[src/rtl/rom_streamer_pkg.sv]
// rom_streamer_pkg: shared FSM state encoding and output FIFO depth for the ROM streamer
package rom_streamer_pkg;
  typedef enum logic [1:0] {IDLE, RUN, DRAIN} state_t;
  localparam logic [1:0] FIFO_DEPTH = 2'd2;
endpackage

[src/rtl/stream_fifo2.sv]
// stream_fifo2: 2-entry registered-output FIFO (clk, rst, flush, push/push_data in, data/valid head out, ready pops, cnt occupancy)
module stream_fifo2 #(
  parameter int DATA_WIDTH = 8
) (
  input  logic                  clk,
  input  logic                  rst,
  input  logic                  flush,
  input  logic                  push,
  input  logic [DATA_WIDTH-1:0] push_data,
  input  logic                  ready,
  output logic [DATA_WIDTH-1:0] data,
  output logic                  valid,
  output logic [1:0]            cnt
);
  logic [DATA_WIDTH-1:0] tail;
  logic                  tail_valid;
  logic                  head_free;
  assign head_free = !valid || ready;
  assign cnt = {1'b0, valid} + {1'b0, tail_valid};
  always_ff @(posedge clk or posedge rst)
    if (rst) begin
      data       <= '0;
      valid      <= 1'b0;
      tail       <= '0;
      tail_valid <= 1'b0;
    end else if (flush) begin
      data       <= '0;
      valid      <= 1'b0;
      tail_valid <= 1'b0;
    end else if (head_free) begin
      valid      <= tail_valid || push;
      if (tail_valid) data <= tail;
      else if (push) data <= push_data;
      tail_valid <= tail_valid && push;
      if (push) tail <= push_data;
    end else if (push) begin
      tail_valid <= 1'b1;
      tail       <= push_data;
    end
endmodule

[src/rtl/rom_streamer.sv]
// rom_streamer: bursts count words from a 1-cycle synchronous ROM at base_addr onto a valid/ready stream (start/abort control, raddr/rom_q ROM side, m_* stream, busy/done status)
module rom_streamer
  import rom_streamer_pkg::*;
#(
  parameter int ADDR_WIDTH = 9,
  parameter int DATA_WIDTH = 8
) (
  input  logic                  clk,
  input  logic                  rst,
  input  logic                  start,
  input  logic [ADDR_WIDTH-1:0] base_addr,
  input  logic [ADDR_WIDTH:0]   count,
  input  logic                  abort,
  output logic [ADDR_WIDTH-1:0] raddr,
  input  logic [DATA_WIDTH-1:0] rom_q,
  output logic [DATA_WIDTH-1:0] m_data,
  output logic                  m_valid,
  input  logic                  m_ready,
  output logic                  m_last,
  output logic                  busy,
  output logic                  done
);
  state_t                state;
  logic [ADDR_WIDTH:0]   remaining;
  logic                  inflight, inflight_last;
  logic [1:0]            fifo_cnt, occ;
  logic                  pop, issue, last_issue;
  assign pop = m_valid && m_ready;
  // a word popped this cycle frees its slot in time for a read issued now
  assign occ = fifo_cnt + {1'b0, inflight} - {1'b0, pop};
  assign issue = state == RUN && occ < FIFO_DEPTH;
  assign last_issue = issue && remaining == (ADDR_WIDTH+1)'(1);
  assign busy = state != IDLE;
  stream_fifo2 #(.DATA_WIDTH(DATA_WIDTH + 1)) u_fifo (
    .clk       (clk),
    .rst       (rst),
    .flush     (abort),
    .push      (inflight),
    .push_data ({inflight_last, rom_q}),
    .ready     (m_ready),
    .data      ({m_last, m_data}),
    .valid     (m_valid),
    .cnt       (fifo_cnt)
  );
  always_ff @(posedge clk or posedge rst)
    if (rst) begin
      state         <= IDLE;
      raddr         <= '0;
      remaining     <= '0;
      inflight      <= 1'b0;
      inflight_last <= 1'b0;
      done          <= 1'b0;
    end else if (abort) begin
      state         <= IDLE;
      remaining     <= '0;
      inflight      <= 1'b0;
      inflight_last <= 1'b0;
      done          <= 1'b0;
    end else begin
      done          <= 1'b0;
      inflight      <= issue;
      inflight_last <= last_issue;
      if (issue) begin
        raddr     <= raddr + ADDR_WIDTH'(1);
        remaining <= remaining - (ADDR_WIDTH+1)'(1);
      end
      case (state)
        IDLE:
          if (start) begin
            if (count == '0) done <= 1'b1;
            else begin
              state     <= RUN;
              raddr     <= base_addr;
              remaining <= count;
            end
          end
        RUN:     if (last_issue) state <= DRAIN;
        DRAIN:
          if (pop && m_last) begin
            state <= IDLE;
            done  <= 1'b1;
          end
        default: state <= IDLE;
      endcase
    end
endmodule

[config.mk]
export PLATFORM = sky130hd
export DESIGN_NAME = rom_streamer
export DESIGN_NICKNAME = d
export VERILOG_FILES = /design/src/rtl/rom_streamer_pkg.sv /design/src/rtl/stream_fifo2.sv /design/src/rtl/rom_streamer.sv
export SDC_FILE = /design/constraint.sdc
export NUM_CORES = 1
export LEC_CHECK = 0
export CORE_UTILIZATION = 40
export DETAILED_ROUTE_END_ITERATION = 10
export HOLD_SLACK_MARGIN = 0.02
export PLACE_DENSITY = 0.65
export SLEW_MARGIN = 30
export SYNTH_ARGS = -nofsm -noshare
export SYNTH_HDL_FRONTEND = slang
export SYNTH_SLANG_ARGS = --single-unit
[constraint.sdc]
create_clock -name clk -period 4.3 [get_ports clk]
set_clock_uncertainty 0.2 [all_clocks]
set_input_delay 0.86 -clock clk [delete_from_list [all_inputs] [get_ports clk]]
set_output_delay 0.86 -clock clk [all_outputs]
set_load 0.005 [all_outputs]
Word level (Yosys, flattened, before mapping)
Cells that the tools add are included.
- bits in registers: 44
- output and inout port bits: 21
- word-level logic and storage cells: 72
- $add $sub $neg: 5
- $lt $le $gt $ge: 1
- equality and inequality tests: 7
- multiplexer cells: 31
- bitwise operators: 1
- reductions and logical operators: 17
- operators with widths (operator ; number):
    2-to-1 mux 9 bit ; 8
    2-to-1 mux 10 bit ; 5
    inequality test 3 bit (second input constant) ; 4
    2-to-1 mux 1 bit ; 11
    == test 10 x 1 -> 1 bit (second input constant) ; 1
    logical NOT 10 bit ; 1
    2-to-1 mux 2 bit ; 5
    subtractor 10 x 1 -> 10 bit (second input constant) ; 1
    adder 9 x 1 -> 9 bit (second input constant) ; 1
    case mux 2 bit (3 select lines) ; 1
    nonzero test 3 bit ; 2
    logical AND 1 bit ; 5
    AND reduction 2 bit ; 2
    AND reduction 4 bit ; 1
    nonzero test 2 bit ; 2
    adder 1 x 1 -> 2 bit ; 1
    adder 2 x 1 -> 2 bit ; 1
    == test 2 x 1 -> 1 bit (second input constant) ; 1
    == test 2 bit (second input constant) ; 1
    logical NOT 2 bit ; 1
    logical OR 1 bit ; 2
    less-than comparator 2 bit (second input constant) ; 1
    case mux 1 bit (2 select lines) ; 1
    subtractor 2 x 1 -> 2 bit ; 1
    other kinds (2) ; 2

Depth between registers and ports, before layout
Gate-level depths: netlist (run 1).
- depth after elaboration: 10
- depth in mapped cells: 12
- mapped depth without buffers: 9

Cells and area by module
Synthesis (run 1) repeated with hierarchy kept, for this count alone.
- cell total of the unflattened synthesis: 233
- area, all modules: 2463.6 um2
- by module, submodules not included (module ; instances ; cells an instance ; area an instance (um2) ; seq. area each (um2)):
    rom_streamer ; 1 ; 159 ; 1500.2 ; 600.6
    stream_fifo2 ; 1 ; 74 ; 963.4 ; 500.5

Worst setup path after synthesis (run 1)
No wires, ideal clock.
- kind: reg-to-reg
- start point: register u_fifo.tail_valid
- end point: register raddr[6]
- arrival: 2792 ps
- data required time: 3951 ps
- path slack: 1160 ps
- stages on the path, launching flop included: 12
- buffers on the path: 2
- period minus slack after synthesis: 3140 ps
- cell sequence: dfrtp_1 -> clkbuf_1 -> clkbuf_1 -> inv_1 -> ha_1 -> inv_1 -> ha_1 -> a21oi_2 -> mux2i_1 -> nor4_2 -> a311oi_1 -> a211oi_1
- word-level cells in the longest chain between the ends: 9
- RTL lines (what ; line ; RTL):
    start: declaration ; stream_fifo2.sv:16 ; logic tail_valid;
    start signal: assignment ; stream_fifo2.sv:34 ; tail_valid <= tail_valid && push;
    adder 1 x 1 -> 2 bit (*) ; stream_fifo2.sv:19 ; assign cnt = {1'b0, valid} + {1'b0, tail_valid};
    adder 2 x 1 -> 2 bit (*) ; rom_streamer.sv:30 ; assign occ = fifo_cnt + {1'b0, inflight} - {1'b0, pop};
    subtractor 2 x 1 -> 2 bit (*) ; rom_streamer.sv:30 ;
    less-than comparator 2 bit (*) ; rom_streamer.sv:31 ; assign issue = state == RUN && occ < FIFO_DEPTH;
    logical AND 1 bit (*) ; rom_streamer.sv:31 ;
    2-to-1 mux 9 bit (*) ; rom_streamer.sv:63 ; if (issue) begin
    2-to-1 mux 9 bit ; rom_streamer.sv:70 ; if (count == '0) done <= 1'b1;
    2-to-1 mux 9 bit ; rom_streamer.sv:69 ; if (start) begin
    2-to-1 mux 9 bit (*) ; rom_streamer.sv:67 ; case (state)
    end signal: assignment ; rom_streamer.sv:64 ; raddr <= raddr + ADDR_WIDTH'(1);
    end signal: assignment ; rom_streamer.sv:73 ; raddr <= base_addr;
    end: declaration ; rom_streamer.sv:14 ; output logic [ADDR_WIDTH-1:0] raddr,
Every way passes the cells marked *; elsewhere a longest branch is shown, timed or not.
A chain may end at the register's enable or synchronous reset.

Worst setup path after layout (run 1)
- start point: input port m_ready
- end point: register raddr[8]
- word-level cells in the longest chain between the ends: 8
- RTL lines (what ; line ; RTL):
    start: declaration ; rom_streamer.sv:18 ; input logic m_ready,
    logical AND 1 bit (*) ; rom_streamer.sv:28 ; assign pop = m_valid && m_ready;
    subtractor 2 x 1 -> 2 bit (*) ; rom_streamer.sv:30 ;
    less-than comparator 2 bit (*) ; rom_streamer.sv:31 ;
    logical AND 1 bit (*) ; rom_streamer.sv:31 ;
    2-to-1 mux 9 bit (*) ; rom_streamer.sv:63 ;
    2-to-1 mux 9 bit ; rom_streamer.sv:70 ;
    2-to-1 mux 9 bit ; rom_streamer.sv:69 ;
    2-to-1 mux 9 bit (*) ; rom_streamer.sv:67 ;
Marked as above.

==> flow_summary.toml, run 1 <==
[setup_path]
r2r-end = "raddr[8]"
worstPathArrival_ps = 3370
cp_max_fo = 9
crit_top_cell = "ha_1"
criticalPathCategory = "in2reg"
slowest_delay_ps = 460
cp-start-kind = "primary input"
r2r-start = "u_fifo.tail_valid"
path_cells = "clkdlybuf4s50_1 -> and2_1 -> ha_1 -> inv_1 -> ha_1 -> a21oi_2 -> mux2i_1 -> buf_4 -> nor4_2 -> a311oi_1 -> nor3_1"
rrSetupSlack_ps = 1210
slowest_stage = "nor4_2"
worstPathRequired_ps = 4310
worst_setup_path_end_kind = "flop"
rr_worst_depth = 10

[yosys]
synth_nets = 264
yosys.area.top_type = "dfrtp_1"
ys_top_cells_by_area = "dfrtp_1 (48%), a211oi_1 (6.5%), nor2_1 (5.4%)"
ys_warn_count = 0
synth_top_cell_area_share = 0.480
postSynthAreaPerCell_sq_um = 10.1
synth_cell_type_count = 44
synth-edff-count = 0
netlist_area_sq_mm = 0.00229
synthFlopType = "dfrtp_1"
syn_inst = 227
postSynth.asyncResetShare = 1.00
seq_area_frac_synth = 0.480
ys_ff_latch = 44

[placed_design]
io_buffers = 52
gp_congestion = 0.754
dpl.hpwl_microns = 3490

[sta]
relSlewSlack = 0.468
tightestPinTransition_ps = 793
max_freq_mhz = 298
fin_crit_sh = 0.781
setup_viol = 0
finalSetupTns_ps = 0
finalHoldViolCount = 0
grt_setup_unrepaired = "false"
layout_min_cycle_time_ps = 3360
slew_viol_final = 0

[clock_network]
cts_hold_buf = 0
post_cts_buffers = 0
cts_buffer_depth = 2
cts_resized = 0
clk_pin_slew_ps = 80
cts_made_buffers = 5
cts_root_buffer = "clkbuf_8"
clk_latency_ps = 300
cts_tree = "built"
htreeDepth = 2
cts.sinks = 44

[die]
ios = 53
start_util = 0.416
die_height_microns = 77.7
dieArea_sq_mm = 0.00604
core_sq_mm = 0.00551
die_w_microns = 77.7
rows = 27

[layout]
antenna_cells = 0
final_nets = 315
fillCellCount = 515
drive_gt1_frac = 0.0896
utilization = 0.542
syn_to_final_growth_pct = 30.1

[drt]
firstDrtPassIters = 4
routed_via_density = 5.35
drtIter0Drc = 161
ant_nets = 0
routedWlPerCell_microns = 14.1
vias = 1877
drc = 0
wl_microns = 4930

[min_path]
min_path_cells = 1
hold_path_end = "u_fifo.tail[3]"
hp-start = "u_fifo.tail[3]"
hp-class = "reg2reg"

[grt]
grt_pass1_wl_microns = 8600
overflow = 0
grt_max_degree = 24
grt_usage = 0.179
antenna_found_initial = 0
grt_pass1_vias = 1859

[power]
p_leak_nw = 1.18
p_per_area_mw_per_mm2 = 366
ir_worst_vdd_mv = 0.204

[flow_run]
drv_cap = 0

[outcome]
outcome = "complete, no violations"
## cell usage in the layout (no fill, tap or decap), drive strengths merged, types with 2 or more instances in the layout
cell type	instances
a211oi	20
a21oi	9
a311oi	3
and4	2
buf	4
clkbuf	7
clkdlybuf4s50	52
dfrtp	44
ha	5
inv	6
mux2	10
mux2i	10
nand2	9
nand2b	2
nand3	6
nand4	2
nor2	33
nor3	8
nor4	6
o21ai	3
o22a	7
or2	2
or3	3
xnor2	4
xor2	4
## power breakdown
part	internal, mW	switching, mW	leakage (nW)	total, mW
Sequential	0.476	0.0578	0.556	0.534
Combinational	0.163	0.117	0.581	0.281
Clock	0.131	0.144	0.0445	0.275
## cell families after synthesis
logic type / share of synthesized area
compound gates: 0.156
xor+xnor: 0.0305
fa+ha+maj: 0.0273
buf+inv: 0.0322
flops: 0.480
mux: 0.0927
simple gates: 0.181
## sequential cells by signal, summed over array words and instances (netlist names)
register           flops
u_fifo.valid           1
done                   1
inflight_last          1
u_fifo.data            9
remaining             10
inflight               1
u_fifo.tail            9
state                  2
raddr                  9
u_fifo.tail_valid      1
## worst max-delay path by stage
stage                      start       end  slack (ps)  cells after the start
2_1_floorplan  u_fifo.tail_valid  raddr[6]        1160                     11
3_3_place_gp             m_ready  raddr[8]         690                     11
3_5_place_dp             m_ready  raddr[8]         630                     11
4_1_cts                  m_ready  raddr[8]         930                     11
5_1_grt                  m_ready  raddr[8]         740                     11
6_report                 m_ready  raddr[8]         940                     11
## worst max-delay path: cells and delay by family
kind | cells | cell delay [ps]
and+or+nand+nor | 3 | 830
adders and majority gates | 2 | 540
muxes | 1 | 100
AOI/OAI and AO/OA | 2 | 390
buffers and inverters | 3 | 640
## per-stage QoR
step	setup WS, ps	area, sq um	power [mW]	hold slack (ps)	std cells
global route	740	2980	1.16	317	351
finish	941	2980	1.09	310	351
detailed placement	633	2890	0.825	295	343
CTS	931	2980	1.10	314	351
global placement	693	2890	0.821	286	343
floorplan	1160	2290	0.691	279	227
## per-layer routing
| metal | part of all wire | vias to the layer above | wire (microns) | GRT usage |
|---|---|---|---|---|
| li1 | - | 930 | - | - |
| met1 | 0.51 | 905 | 2530 | 0.251 |
| met2 | 0.44 | 38 | 2190 | 0.279 |
| met3 | 0.032 | 4 | 157 | 0.0271 |
| met4 | 0.011 | 0 | 54 | 0.0679 |
| met5 | 0 | - | 0 | 0 |
## cell type report
cell class | count | area, sq um | area share
clock inverter | 1 | 7.51 | 0.00252
tap | 72 | 90.1 | 0.0302
multi-input combinational | 164 | 1120 | 0.376
inverter | 7 | 26.3 | 0.00881
clock buffer | 7 | 86.3 | 0.0289
sequential | 44 | 1100 | 0.369
timing repair buffer | 56 | 551 | 0.185
## Yosys cell counts (6+ instances only)
master and instances:
nor3_1 8, clkbuf_1 7, dfrtp_1 44, o22a_1 7, a211oi_1 20, inv_1 7, nor2_1 33, mux2i_1 10
nand2_1 9, mux2_2 10, a21oi_1 8, nand3_1 6
(Power assumes the default switching activity.)
==> inputs of run 2 (changes only) <==
==> constraint.sdc (replaced) <==
create_clock -name clk -period 3.4 [get_ports clk]
set_clock_uncertainty 0.2 [all_clocks]
set_input_delay 0.68 -clock clk [delete_from_list [all_inputs] [get_ports clk]]
set_output_delay 0.68 -clock clk [all_outputs]
set_load 0.005 [all_outputs]
==> flow_summary.toml, run 2 (synthesis results as in run 1) <==
[sta]
hold_slack_ps = 311
setup_viol = 0
finalSetupTns_ps = 0
layout_min_cycle_time_ps = 3030
relSlewSlack = 0.620
slew_viol_final = 0
tightestPinTransition_ps = 568
grt_setup_unrepaired = "false"
finalHoldViolCount = 0
fin_crit_sh = 0.890
max_freq_mhz = 331

[clock_network]
cts.sinks = 44
clk_latency_ps = 290
cts_root_buffer = "clkbuf_8"
cts_buffer_depth = 2
cts_tree = "built"
post_cts_buffers = 0
htreeDepth = 2
clk_pin_slew_ps = 90
cts_hold_buf = 0
cts_made_buffers = 5
cts_resized = 0

[min_path]
min_path_cells = 1
hp-class = "reg2reg"

[die]
rows = 27
core_sq_mm = 0.00551
die_height_microns = 77.7
start_util = 0.416
ios = 53
dieArea_sq_mm = 0.00604
die_w_microns = 77.7

[drt]
drtIter0Drc = 77
wl_microns = 4910
vias = 1896
routedWlPerCell_microns = 13.7
drc = 0
routed_via_density = 5.30
ant_nets = 0
firstDrtPassIters = 4

[grt]
overflow = 0
grt_pass1_wl_microns = 8150
grt_usage = 0.173
grt_max_degree = 45
grt_pass1_vias = 1740
antenna_found_initial = 0

[setup_path]
criticalPathCategory = "in2reg"
cp_max_fo = 14
rr_worst_depth = 9
worstPathRequired_ps = 3400
worstPathArrival_ps = 3030
worst_setup_path_end_kind = "flop"
cp-start-kind = "primary input"

[power]
clkPwrFrac = 0.289
pwr-share-seq = 0.462
p_int_mw = 1.06
ir_worst_vdd_mv = 0.260
p_leak_nw = 1.23
switching_share = 0.277
p_total_mw = 1.46
power_frac_comb = 0.249
p_switching_uw = 404
p_per_area_mw_per_mm2 = 477

[layout]
fillCellCount = 515
syn_to_final_growth_pct = 33.4
register_area_sq_mm = 0.00110
utilization = 0.556
drive_gt1_frac = 0.112
final_nets = 322
top_register = "remaining"
antenna_cells = 0
multi_input_area_sq_mm = 0.00112
final_cell_mix = "clkdlybuf4s50_1 (52), dfrtp_1 (44), nor2_1 (33), a211oi_1 (20), buf_4 (11)"
largest_register_ffs = 10
fin_cells = 358
final_common_cell = "clkdlybuf4s50_1"

[flow_run]
drv_cap = 0

[outcome]
outcome = "complete, no violations"

[placed_design]
io_buffers = 52
gp_congestion = 0.762
dpl.cell_count = 350
dpl.hpwl_microns = 3540
## run 2: changes by cell type in the layout (fill, tap and decap cells not counted)
cell / before / now
buf_4: 4 / 11
bufinv_16: 0 / 1
clkbuf_1: 1 / 0
clkinv_4: 0 / 1
clkinvlp_4: 1 / 0
nor2_1: 32 / 33
nor2_2: 1 / 0
## run 2: worst paths after layout
kind / from / to / slack, ps
worst min register to register: u_fifo.tail[1] / u_fifo.tail[1] / 310
max in group asynchronous: rst / remaining[7] / 1990
worst min-delay path: u_fifo.tail[1] / u_fifo.tail[1] / 310
worst max-delay path: m_ready / remaining[6] / 370
worst max register to register: u_fifo.valid / remaining[6] / 750
min in group asynchronous: rst / raddr[4] / 630
## run 2: routing by layer
| metal | up-vias | global-route usage | part of all wire |
|---|---|---|---|
| met3 | 11 | 0.0400 | 0.038 |
| met1 | 895 | 0.248 | 0.51 |
| met4 | 0 | 0.0774 | 0.023 |
| met2 | 40 | 0.247 | 0.43 |
| li1 | 950 | - | - |
| met5 | - | 0 | 0 |
## run 2: per-stage QoR
stage                     instance area (sq um)  setup slack [ps]
after detailed placement                   2940              54.4
after floorplan                            2290               260
after global placement                     2940              78.9
after CTS                                  3060               364
final                                      3060               375
after global routing                       3060               241
## run 2: area by class of cell
| class | instances | share of cell area |
|---|---|---|
| multi-input combinational | 164 | 0.365 |
| sequential | 44 | 0.360 |
| timing repair buffer | 63 | 0.197 |
| tap | 72 | 0.0294 |
| clock buffer | 6 | 0.0270 |
| clock inverter | 2 | 0.0127 |
| inverter | 7 | 0.00859 |
## run 2: power groups by stage
stage          sequential, mW  clock (mW)  combinational (mW)
6_report                0.674       0.422               0.363
5_1_grt                 0.688       0.456               0.404
4_1_cts                 0.674       0.436               0.368
3_5_place_dp            0.685           0               0.366
3_3_place_gp            0.683           0               0.361
2_1_floorplan           0.672           0               0.202
## run 2: critical path: stages
cell and delay (ps):
clkdlybuf4s50_1 410, and2_1 170, ha_1 270, inv_1 40, ha_1 270, a21oi_2 200, mux2_2 480, nand2_1 170
o21ai_0 90, a311oi_1 240
